[src/rtl/usb_rx_pkg.sv]
// Shared types and helpers for the USB RX byte assembler.
//   rx_asm_state_t : assembler FSM states
//   USB_SYNC_LSB   : SYNC field value assembled LSB-first
//   pid_ok()       : PID check nibble test (low nibble is complement of high)
package usb_rx_pkg;

    typedef enum logic [1:0] {
        HUNT = 2'd0,
        PID  = 2'd1,
        DATA = 2'd2,
        HALT = 2'd3
    } rx_asm_state_t;

    localparam logic [7:0] USB_SYNC_LSB = 8'h80;

    function automatic logic pid_ok(input logic [7:0] pid);
        return pid[3:0] == ~pid[7:4];
    endfunction

endpackage

[src/rtl/usb_rx_byte_assembler_if.sv]
// Bit-stream input and byte/status output bundle of the RX byte assembler.
//   slave  : assembler side (consumes clear/shift_enable/serial_in, drives status)
//   master : upstream/downstream side (drives bits, observes bytes and status)
interface usb_rx_byte_assembler_if #(
    parameter int unsigned HIST_BYTES = 3,
    parameter int unsigned CNT_W      = 7
);
    logic                    clear;
    logic                    shift_enable;
    logic                    serial_in;
    logic                    byte_ready;
    logic [7:0]              byte_data;
    logic [8*HIST_BYTES-1:0] history;
    logic                    sync_found;
    logic [7:0]              pid_data;
    logic                    pid_valid;
    logic                    pid_err;
    logic [CNT_W-1:0]        byte_count;
    logic                    overflow;

    modport slave (
        input  clear, shift_enable, serial_in,
        output byte_ready, byte_data, history, sync_found,
               pid_data, pid_valid, pid_err, byte_count, overflow
    );

    modport master (
        output clear, shift_enable, serial_in,
        input  byte_ready, byte_data, history, sync_found,
               pid_data, pid_valid, pid_err, byte_count, overflow
    );
endinterface

[src/rtl/flex_stp_sr.sv]
// Generic serial-in/parallel-out shift register.
//   clk          : clock
//   n_rst        : synchronous active-low clear
//   shift_enable : shift serial_in in this cycle
//   serial_in    : incoming bit
//   parallel_out : register contents
module flex_stp_sr #(
    parameter int unsigned NUM_BITS  = 8,
    parameter int unsigned SHIFT_MSB = 0
) (
    input  logic                clk,
    input  logic                n_rst,
    input  logic                shift_enable,
    input  logic                serial_in,
    output logic [NUM_BITS-1:0] parallel_out
);

    logic [NUM_BITS-1:0] next_c;

    // SHIFT_MSB=1: new bit enters bit 0; otherwise new bit enters the MSB
    always_comb begin
        next_c = parallel_out;
        if (shift_enable) begin
            if (SHIFT_MSB != 0) next_c = {parallel_out[NUM_BITS-2:0], serial_in};
            else                next_c = {serial_in, parallel_out[NUM_BITS-1:1]};
        end
    end

    always_ff @(posedge clk) begin
        if (!n_rst) parallel_out <= '0;
        else        parallel_out <= next_c;
    end

endmodule

[src/rtl/usb_rx_byte_assembler.sv]
// USB RX serial-to-parallel stage: SYNC hunt, PID capture/check, data byte
// assembly with ready strobe, byte count, history window and overflow.
//   clk, rst : clock and synchronous active-high reset
//   bus      : slave side of usb_rx_byte_assembler_if (bits in, bytes/status out)
module usb_rx_byte_assembler
    import usb_rx_pkg::*;
#(
    parameter int unsigned HIST_BYTES   = 3,
    parameter int unsigned MAX_BYTES    = 64,
    parameter int unsigned SHIFT_MSB    = 0,
    parameter logic [7:0]  SYNC_PATTERN = USB_SYNC_LSB,
    parameter int unsigned CNT_W        = $clog2(MAX_BYTES + 1)
) (
    input logic                     clk,
    input logic                     rst,
    usb_rx_byte_assembler_if.slave  bus
);

    localparam int unsigned HIST_W = 8 * HIST_BYTES;

    rx_asm_state_t    state_q, state_d;
    logic [2:0]       bit_cnt_q, bit_cnt_d;
    logic [2:0]       fill_q, fill_d;
    logic             sync_found_q, sync_found_d;
    logic [7:0]       pid_data_q, pid_data_d;
    logic             pid_valid_q, pid_valid_d;
    logic             pid_err_q, pid_err_d;
    logic [7:0]       byte_data_q, byte_data_d;
    logic [HIST_W-1:0] history_q, history_d;
    logic [CNT_W-1:0] byte_count_q, byte_count_d;
    logic             overflow_q, overflow_d;
    logic             byte_ready_q, byte_ready_d;
    logic [7:0]       sr_q;
    logic [7:0]       sr_next;

    // Register is wiped on reset or clear so hunting restarts from known zeros
    flex_stp_sr #(.NUM_BITS(8), .SHIFT_MSB(SHIFT_MSB)) u_sr (
        .clk          (clk),
        .n_rst        (~(rst | bus.clear)),
        .shift_enable (bus.shift_enable),
        .serial_in    (bus.serial_in),
        .parallel_out (sr_q)
    );

    // Value the register takes at this edge when a bit is shifted in
    assign sr_next = (SHIFT_MSB != 0) ? {sr_q[6:0], bus.serial_in}
                                      : {bus.serial_in, sr_q[7:1]};

    // Next-state and status update
    always_comb begin
        state_d      = state_q;
        bit_cnt_d    = bit_cnt_q;
        fill_d       = fill_q;
        sync_found_d = sync_found_q;
        pid_data_d   = pid_data_q;
        pid_valid_d  = pid_valid_q;
        pid_err_d    = pid_err_q;
        byte_data_d  = byte_data_q;
        history_d    = history_q;
        byte_count_d = byte_count_q;
        overflow_d   = overflow_q;
        byte_ready_d = 1'b0;

        case (state_q)
            HUNT: begin
                if (bus.shift_enable) begin
                    // Only compare once 8 real bits are present, so reset zeros cannot match
                    if (fill_q != 3'd7) fill_d = fill_q + 3'd1;
                    if (fill_q == 3'd7 && sr_next == SYNC_PATTERN) begin
                        sync_found_d = 1'b1;
                        bit_cnt_d    = 3'd0;
                        state_d      = PID;
                    end
                end
            end
            PID: begin
                if (bus.shift_enable) begin
                    bit_cnt_d = bit_cnt_q + 3'd1;
                    if (bit_cnt_q == 3'd7) begin
                        pid_data_d = sr_next;
                        if (pid_ok(sr_next)) begin
                            pid_valid_d = 1'b1;
                            state_d     = DATA;
                        end else begin
                            pid_err_d = 1'b1;
                            state_d   = HALT;
                        end
                    end
                end
            end
            DATA: begin
                if (bus.shift_enable) begin
                    if (byte_count_q == CNT_W'(MAX_BYTES)) begin
                        overflow_d = 1'b1;
                        state_d    = HALT;
                    end else begin
                        bit_cnt_d = bit_cnt_q + 3'd1;
                        if (bit_cnt_q == 3'd7) begin
                            byte_data_d  = sr_next;
                            history_d    = HIST_W'({sr_next, history_q} >> 8);
                            byte_count_d = byte_count_q + CNT_W'(1);
                            byte_ready_d = 1'b1;
                        end
                    end
                end
            end
            HALT: begin
            end
        endcase
    end

    // State register; clear keeps the last byte and history visible
    always_ff @(posedge clk) begin
        if (rst) begin
            state_q      <= HUNT;
            bit_cnt_q    <= 3'd0;
            fill_q       <= 3'd0;
            sync_found_q <= 1'b0;
            pid_data_q   <= 8'd0;
            pid_valid_q  <= 1'b0;
            pid_err_q    <= 1'b0;
            byte_data_q  <= 8'd0;
            history_q    <= '0;
            byte_count_q <= '0;
            overflow_q   <= 1'b0;
            byte_ready_q <= 1'b0;
        end else if (bus.clear) begin
            state_q      <= HUNT;
            bit_cnt_q    <= 3'd0;
            fill_q       <= 3'd0;
            sync_found_q <= 1'b0;
            pid_data_q   <= 8'd0;
            pid_valid_q  <= 1'b0;
            pid_err_q    <= 1'b0;
            byte_count_q <= '0;
            overflow_q   <= 1'b0;
            byte_ready_q <= 1'b0;
        end else begin
            state_q      <= state_d;
            bit_cnt_q    <= bit_cnt_d;
            fill_q       <= fill_d;
            sync_found_q <= sync_found_d;
            pid_data_q   <= pid_data_d;
            pid_valid_q  <= pid_valid_d;
            pid_err_q    <= pid_err_d;
            byte_data_q  <= byte_data_d;
            history_q    <= history_d;
            byte_count_q <= byte_count_d;
            overflow_q   <= overflow_d;
            byte_ready_q <= byte_ready_d;
        end
    end

    assign bus.byte_ready = byte_ready_q;
    assign bus.byte_data  = byte_data_q;
    assign bus.history    = history_q;
    assign bus.sync_found = sync_found_q;
    assign bus.pid_data   = pid_data_q;
    assign bus.pid_valid  = pid_valid_q;
    assign bus.pid_err    = pid_err_q;
    assign bus.byte_count = byte_count_q;
    assign bus.overflow   = overflow_q;

endmodule
[src/flat_wrapper.sv]
// flat-port wrapper written by rule: the top's interface ports become plain ports
module usb_rx_byte_assembler_flat import usb_rx_pkg::*;
#(
    parameter int unsigned HIST_BYTES   = 3,
    parameter int unsigned MAX_BYTES    = 64,
    parameter int unsigned SHIFT_MSB    = 0,
    parameter logic [7:0]  SYNC_PATTERN = USB_SYNC_LSB,
    parameter int unsigned CNT_W        = $clog2(MAX_BYTES + 1)
)
  (clk, rst, bus_clear, bus_shift_enable, bus_serial_in, bus_byte_ready, bus_byte_data, bus_history, bus_sync_found, bus_pid_data, bus_pid_valid, bus_pid_err, bus_byte_count, bus_overflow);
  usb_rx_byte_assembler_if #(.HIST_BYTES(HIST_BYTES), .CNT_W(CNT_W)) bus_i ();
  input logic clk;
  input logic rst;
  input wire logic [$bits(bus_i.clear)-1:0] bus_clear;
  input wire logic [$bits(bus_i.shift_enable)-1:0] bus_shift_enable;
  input wire logic [$bits(bus_i.serial_in)-1:0] bus_serial_in;
  output wire logic [$bits(bus_i.byte_ready)-1:0] bus_byte_ready;
  output wire logic [$bits(bus_i.byte_data)-1:0] bus_byte_data;
  output wire logic [$bits(bus_i.history)-1:0] bus_history;
  output wire logic [$bits(bus_i.sync_found)-1:0] bus_sync_found;
  output wire logic [$bits(bus_i.pid_data)-1:0] bus_pid_data;
  output wire logic [$bits(bus_i.pid_valid)-1:0] bus_pid_valid;
  output wire logic [$bits(bus_i.pid_err)-1:0] bus_pid_err;
  output wire logic [$bits(bus_i.byte_count)-1:0] bus_byte_count;
  output wire logic [$bits(bus_i.overflow)-1:0] bus_overflow;
  assign bus_i.clear = bus_clear;
  assign bus_i.shift_enable = bus_shift_enable;
  assign bus_i.serial_in = bus_serial_in;
  assign bus_byte_ready = bus_i.byte_ready;
  assign bus_byte_data = bus_i.byte_data;
  assign bus_history = bus_i.history;
  assign bus_sync_found = bus_i.sync_found;
  assign bus_pid_data = bus_i.pid_data;
  assign bus_pid_valid = bus_i.pid_valid;
  assign bus_pid_err = bus_i.pid_err;
  assign bus_byte_count = bus_i.byte_count;
  assign bus_overflow = bus_i.overflow;
  usb_rx_byte_assembler #(.HIST_BYTES(HIST_BYTES), .MAX_BYTES(MAX_BYTES), .SHIFT_MSB(SHIFT_MSB), .SYNC_PATTERN(SYNC_PATTERN), .CNT_W(CNT_W)) u_core (.clk(clk), .rst(rst), .bus(bus_i));
endmodule
[config.mk]
export PLATFORM = sky130hd
export DESIGN_NAME = usb_rx_byte_assembler_flat
export DESIGN_NICKNAME = d
export VERILOG_FILES = /design/src/rtl/usb_rx_pkg.sv /design/src/rtl/usb_rx_byte_assembler_if.sv /design/src/rtl/flex_stp_sr.sv /design/src/rtl/usb_rx_byte_assembler.sv /design/src/flat_wrapper.sv
export SDC_FILE = /design/constraint.sdc
export NUM_CORES = 1
export LEC_CHECK = 0
export ABC_AREA = 0
export CAP_MARGIN = 15
export CORE_MARGIN = 8
export CORE_UTILIZATION = 40
export DETAILED_ROUTE_END_ITERATION = 8
export PLACE_DENSITY = 0.71
export SYNTH_ARGS = -nofsm -noshare
export SYNTH_HDL_FRONTEND = slang
export SYNTH_SLANG_ARGS = --single-unit
[constraint.sdc]
create_clock -name clk -period 6.8 [get_ports clk]
set_clock_uncertainty 0.15 [all_clocks]
set_input_delay 0.68 -clock clk [delete_from_list [all_inputs] [get_ports clk]]
set_output_delay 0.68 -clock clk [all_outputs]
set_load 0.02 [all_outputs]
==> metrics.log <==
[metrics] final-report setup violation count: 0
[metrics] sequential element share of the synthesized area: 0.469
[metrics] transition time of the tightest slew-check pin: 0.877 ns
[metrics] area of the mapped netlist: 0.00252 mm²
[metrics] PostCTS Resize Cnt: 0
[metrics] Die Y-Extent: 95.4 µm
[metrics] minimum setup slack after placement: 3.59 ns
[metrics] half-perimeter wire length after placement: 3.80 mm
[metrics] Wirelength per Cell: 14.0 µm
[metrics] net total in the final layout: 324
[metrics] clock transition at the register clock pins on the worst setup and hold paths after CTS: 0.06 ns
[metrics] Most used DFF post-synth: dfxtp_1
[metrics] reg2reg path depth: 6
[metrics] Reg-to-Reg Start: u_core.fill_q[0]$_SDFFE_PP0P_
[metrics] number of hold-slack violations in the final timing report: 0
[metrics] Critical R2R Capture: u_core.bit_cnt_q[1]$_SDFFE_PP0P_
[metrics] number of setup buffers added after CTS: 0
[metrics] instance count on the critical path: 6
[metrics] starting utilization of the core area: 0.406
[metrics] Worst-Skew Late Latency: 0.33 ns
[metrics] result of the run: completed
[metrics] highest net fanout along the worst path: 24
[metrics] total routing usage reported by global routing: 0.125
[metrics] number of cells in the design after placement: 376
[metrics] max frequency: 345 MHz
[metrics] Final TNS setup: 0 ns
[metrics] number of cells on the worst hold path: 2
[metrics] total via count in the routed design: 1975
[metrics] leakage power: 1.16 nW
[metrics] Required @ worst endpoint: 6.84 ns
[metrics] Crit. End Element: register
[metrics] library cell contributing the largest single delay on the critical path: clkdlybuf4s50_1
[metrics] Synth async-reset ratio: 0
[metrics] first-iteration detailed-routing DRC count: 75
[metrics] Horiz. Die Dim: 95.4 µm
[metrics] max incr delay on CP: 0.92 ns
[metrics] amount of wire on met2 after detailed routing: 2.48 mm
[metrics] number of flops mapped to enable cells by yosys: 0
[metrics] post-synthesis xor/xnor area fraction: 0.0382
[metrics] cells taking the most area after synthesis: dfxtp_1, mux2i_1, nor2_1, ha_1, a21oi_1
[metrics] full die area: 0.00910 mm²
[metrics] largest buffer count on any clock path: 2
[metrics] share of synthesized area spent on multiplexers: 0.135
[metrics] critical path start-end classification: input port to register
[metrics] Final Worst Setup Slack: 3.90 ns
[metrics] fraction of final layout cells sized beyond drive strength 1: 0.0794
[metrics] length of routed wiring on met1: 2.55 mm
[metrics] kind of start point of the critical path: input port
[metrics] Pwr per Cell Area: 237 mW/mm²
[metrics] first-pass GRT wire length: 8.96 mm
[metrics] Tcrit/Tclk final: 0.427
[metrics] launch point of the worst hold path: u_core.bus.pid_data[5]$_SDFFE_PP0P_
[metrics] cells after synthesis: 265
[metrics] clock tree from TritonCTS: built
[metrics] worst min-delay path endpoint: u_core.bus.pid_data[5]$_SDFFE_PP0P_
[metrics] critical path buffer and inverter count: 2
[metrics] Routed Antenna Nets: 0
[metrics] first drt pass iteration count: 4
[metrics] post-route insts no fill: 392
[metrics] Hold Crit Class: register to register
[metrics] area fraction in compound gates after synthesis: 0.0859
[metrics] number of standard-cell rows in the floorplan: 29
[metrics] ratio of routed vias to standard cells: 5.04
[metrics] synth warn: 0
[metrics] commonest cells after routing, fill and taps aside: dfxtp_1, clkdlybuf4s50_1, nor2_1, mux2i_1, nand2_1
[metrics] Congestion Overflow GR: 0
[metrics] share of the synthesized area in the top cell type: 0.469
[metrics] total nets after synthesis: 279
[metrics] unique cell type count in the Yosys netlist: 40
[metrics] Post-route DRC: 0
[metrics] fillcell total: 562
[metrics] critical path startpoint: bus_shift_enable
[metrics] via count of the first global-routing pass: 1880
[metrics] core box area: 0.00620 mm²
[metrics] most common cell after layout, fill and taps aside: dfxtp_1
[metrics] fraction of the mapped netlist area in adder cells: 0.0447
[metrics] Synth Register Bits: 59
[metrics] met3 wirelength from detailed routing: 349 µm
[metrics] arrival time reported for the critical path endpoint: 2.94 ns
[metrics] largest area contributor in the netlist: dfxtp_1
[metrics] clock buffers created by TritonCTS: 9
[metrics] number of placed I/O pins: 57
[metrics] Diodes inserted: 0
[metrics] final slew viol count: 0
[metrics] crit path time final: 2.90 ns
[metrics] sink count of the clock tree: 59
[metrics] initial antenna violation count: 0
[metrics] number of hold buffers added after CTS: 0
[metrics] worst slew slack as a fraction of its limit: 0.413
[metrics] maximum VDD drop: 0.149 mV
[metrics] max-cap violation count: 0
[metrics] CTS root buffer: clkbuf_8
[metrics] top routing layer in use: met4
[metrics] Final Routed Wirelength: 5.49 mm
[metrics] area share of and/or/nand/nor cells after synthesis: 0.171
[metrics] worst setup slack for register-to-register paths: 4.26 ns
[metrics] unrepaired setup endpoints after global routing: no
[metrics] Final GP Congestion: 0.738
[metrics] pin count of the biggest net entering global routing: 36
[metrics] dominant combinational cell family by area after synthesis: simple AND/OR/NAND/NOR gates
[metrics] number of levels the H-tree was split into: 3
[metrics] layout overhead on the synthesized area: 33.0%
[metrics] Top delay family on crit path: buffers and inverters
[metrics] Post-Syn Area per Cell: 9.51 µm²
[metrics] Port-buffer cells: 56
[metrics] series of cell instances along the critical path: clkdlybuf4s50_1 > nand3_1 > a211oi_4 > buf_4 > mux2i_1 > nor2_1
state kept, by name, indices dropped and copies added, names as in the netlist, 2 cells and up:
name                      flops
u_core.bus.history           23
u_core.fill_q                 3
u_core.bus.byte_count         7
u_core.bit_cnt_q              3
u_core.state_q                2
u_core.bus.pid_data           8
u_core.u_sr.parallel_out      7
per-layer routing:
layer	vias to the layer above	GRT usage
li1	993	-
met1	920	0.153
met2	54	0.195
met3	8	0.0323
met4	0	0.0691
met5	-	0
synth_stat cells, types with 2 or more instances:
cell type / instances
inv_1: 5
ha_1: 9
nor2b_1: 2
o31ai_1: 3
and3_1: 4
nand3_1: 5
nor2_1: 45
or4_1: 3
dfxtp_1: 59
a31oi_1: 2
clkbuf_1: 13
a21oi_1: 14
buf_2: 3
buf_4: 8
nand4_1: 2
a211oi_1: 2
nor4_1: 2
xnor2_1: 6
xor2_1: 5
mux2i_1: 34
nand2b_1: 3
nand2_1: 18
worst reg2reg max path, stage by stage, from the launching register on:
cell	delay (ns)
dfxtp_1	0.35
ha_1	0.18
ha_1	0.16
or4b_4	0.47
o41a_1	0.46
or4_1	0.55
a21oi_1	0.14
cells by family (layout without fill, tap and decap cells):
kind of cell	count (synthesis)	count (layout)
AND/OR/NAND/NOR	92	92
XOR/XNOR	11	11
AO/OA/AOI/OAI	31	31
multiplexers	34	34
buffers and inverters	29	79
adder cells (fa/ha/maj)	9	9
flip-flops	59	59
cell type report:
type	count	area (µm²)	area share
inverters	5	18.8	0.00560
flip-flops and latches	59	1180	0.353
well taps	77	96.3	0.0288
clock inverters	4	120	0.0358
repair buffers	58	576	0.172
clock buffers	12	155	0.0463
multi-input cells	177	1200	0.359
worst max path at each step:
stage	endpoint	slack, ns
CTS	u_core.bus.history[12]$_SDFFE_PP0P_	3.92
global placement	u_core.bus.history[7]$_SDFFE_PP0P_	3.63
finish	u_core.bus.history[0]$_SDFFE_PP0P_	3.90
detailed placement	u_core.bus.history[19]$_SDFFE_PP0P_	3.59
floorplan	u_core.bit_cnt_q[1]$_SDFFE_PP0P_	4.43
global route	u_core.bus.history[18]$_SDFFE_PP0P_	3.76
through the flow:
stage / utilization / total power [mW] / hold slack, ns / instance area, µm²
3_5_place_dp: 0.496 / 0.370 / 0.296 / 3080
6_report: 0.540 / 0.795 / 0.307 / 3350
3_3_place_gp: 0.496 / 0.370 / 0.292 / 3080
4_1_cts: 0.540 / 0.804 / 0.305 / 3350
2_1_floorplan: - / 0.366 / 0.298 / 2520
5_1_grt: 0.540 / 0.821 / 0.325 / 3350
where the power goes:
group / internal (mW) / switching (mW) / leakage [nW] / total [mW]
clock network: 0.301 / 0.132 / 0.137 / 0.433
logic: 0.00549 / 0.0102 / 0.552 / 0.0157
registers: 0.346 / 0.000770 / 0.475 / 0.347
total: 0.653 / 0.143 / 1.16 / 0.795
(Power assumes the default switching activity.)
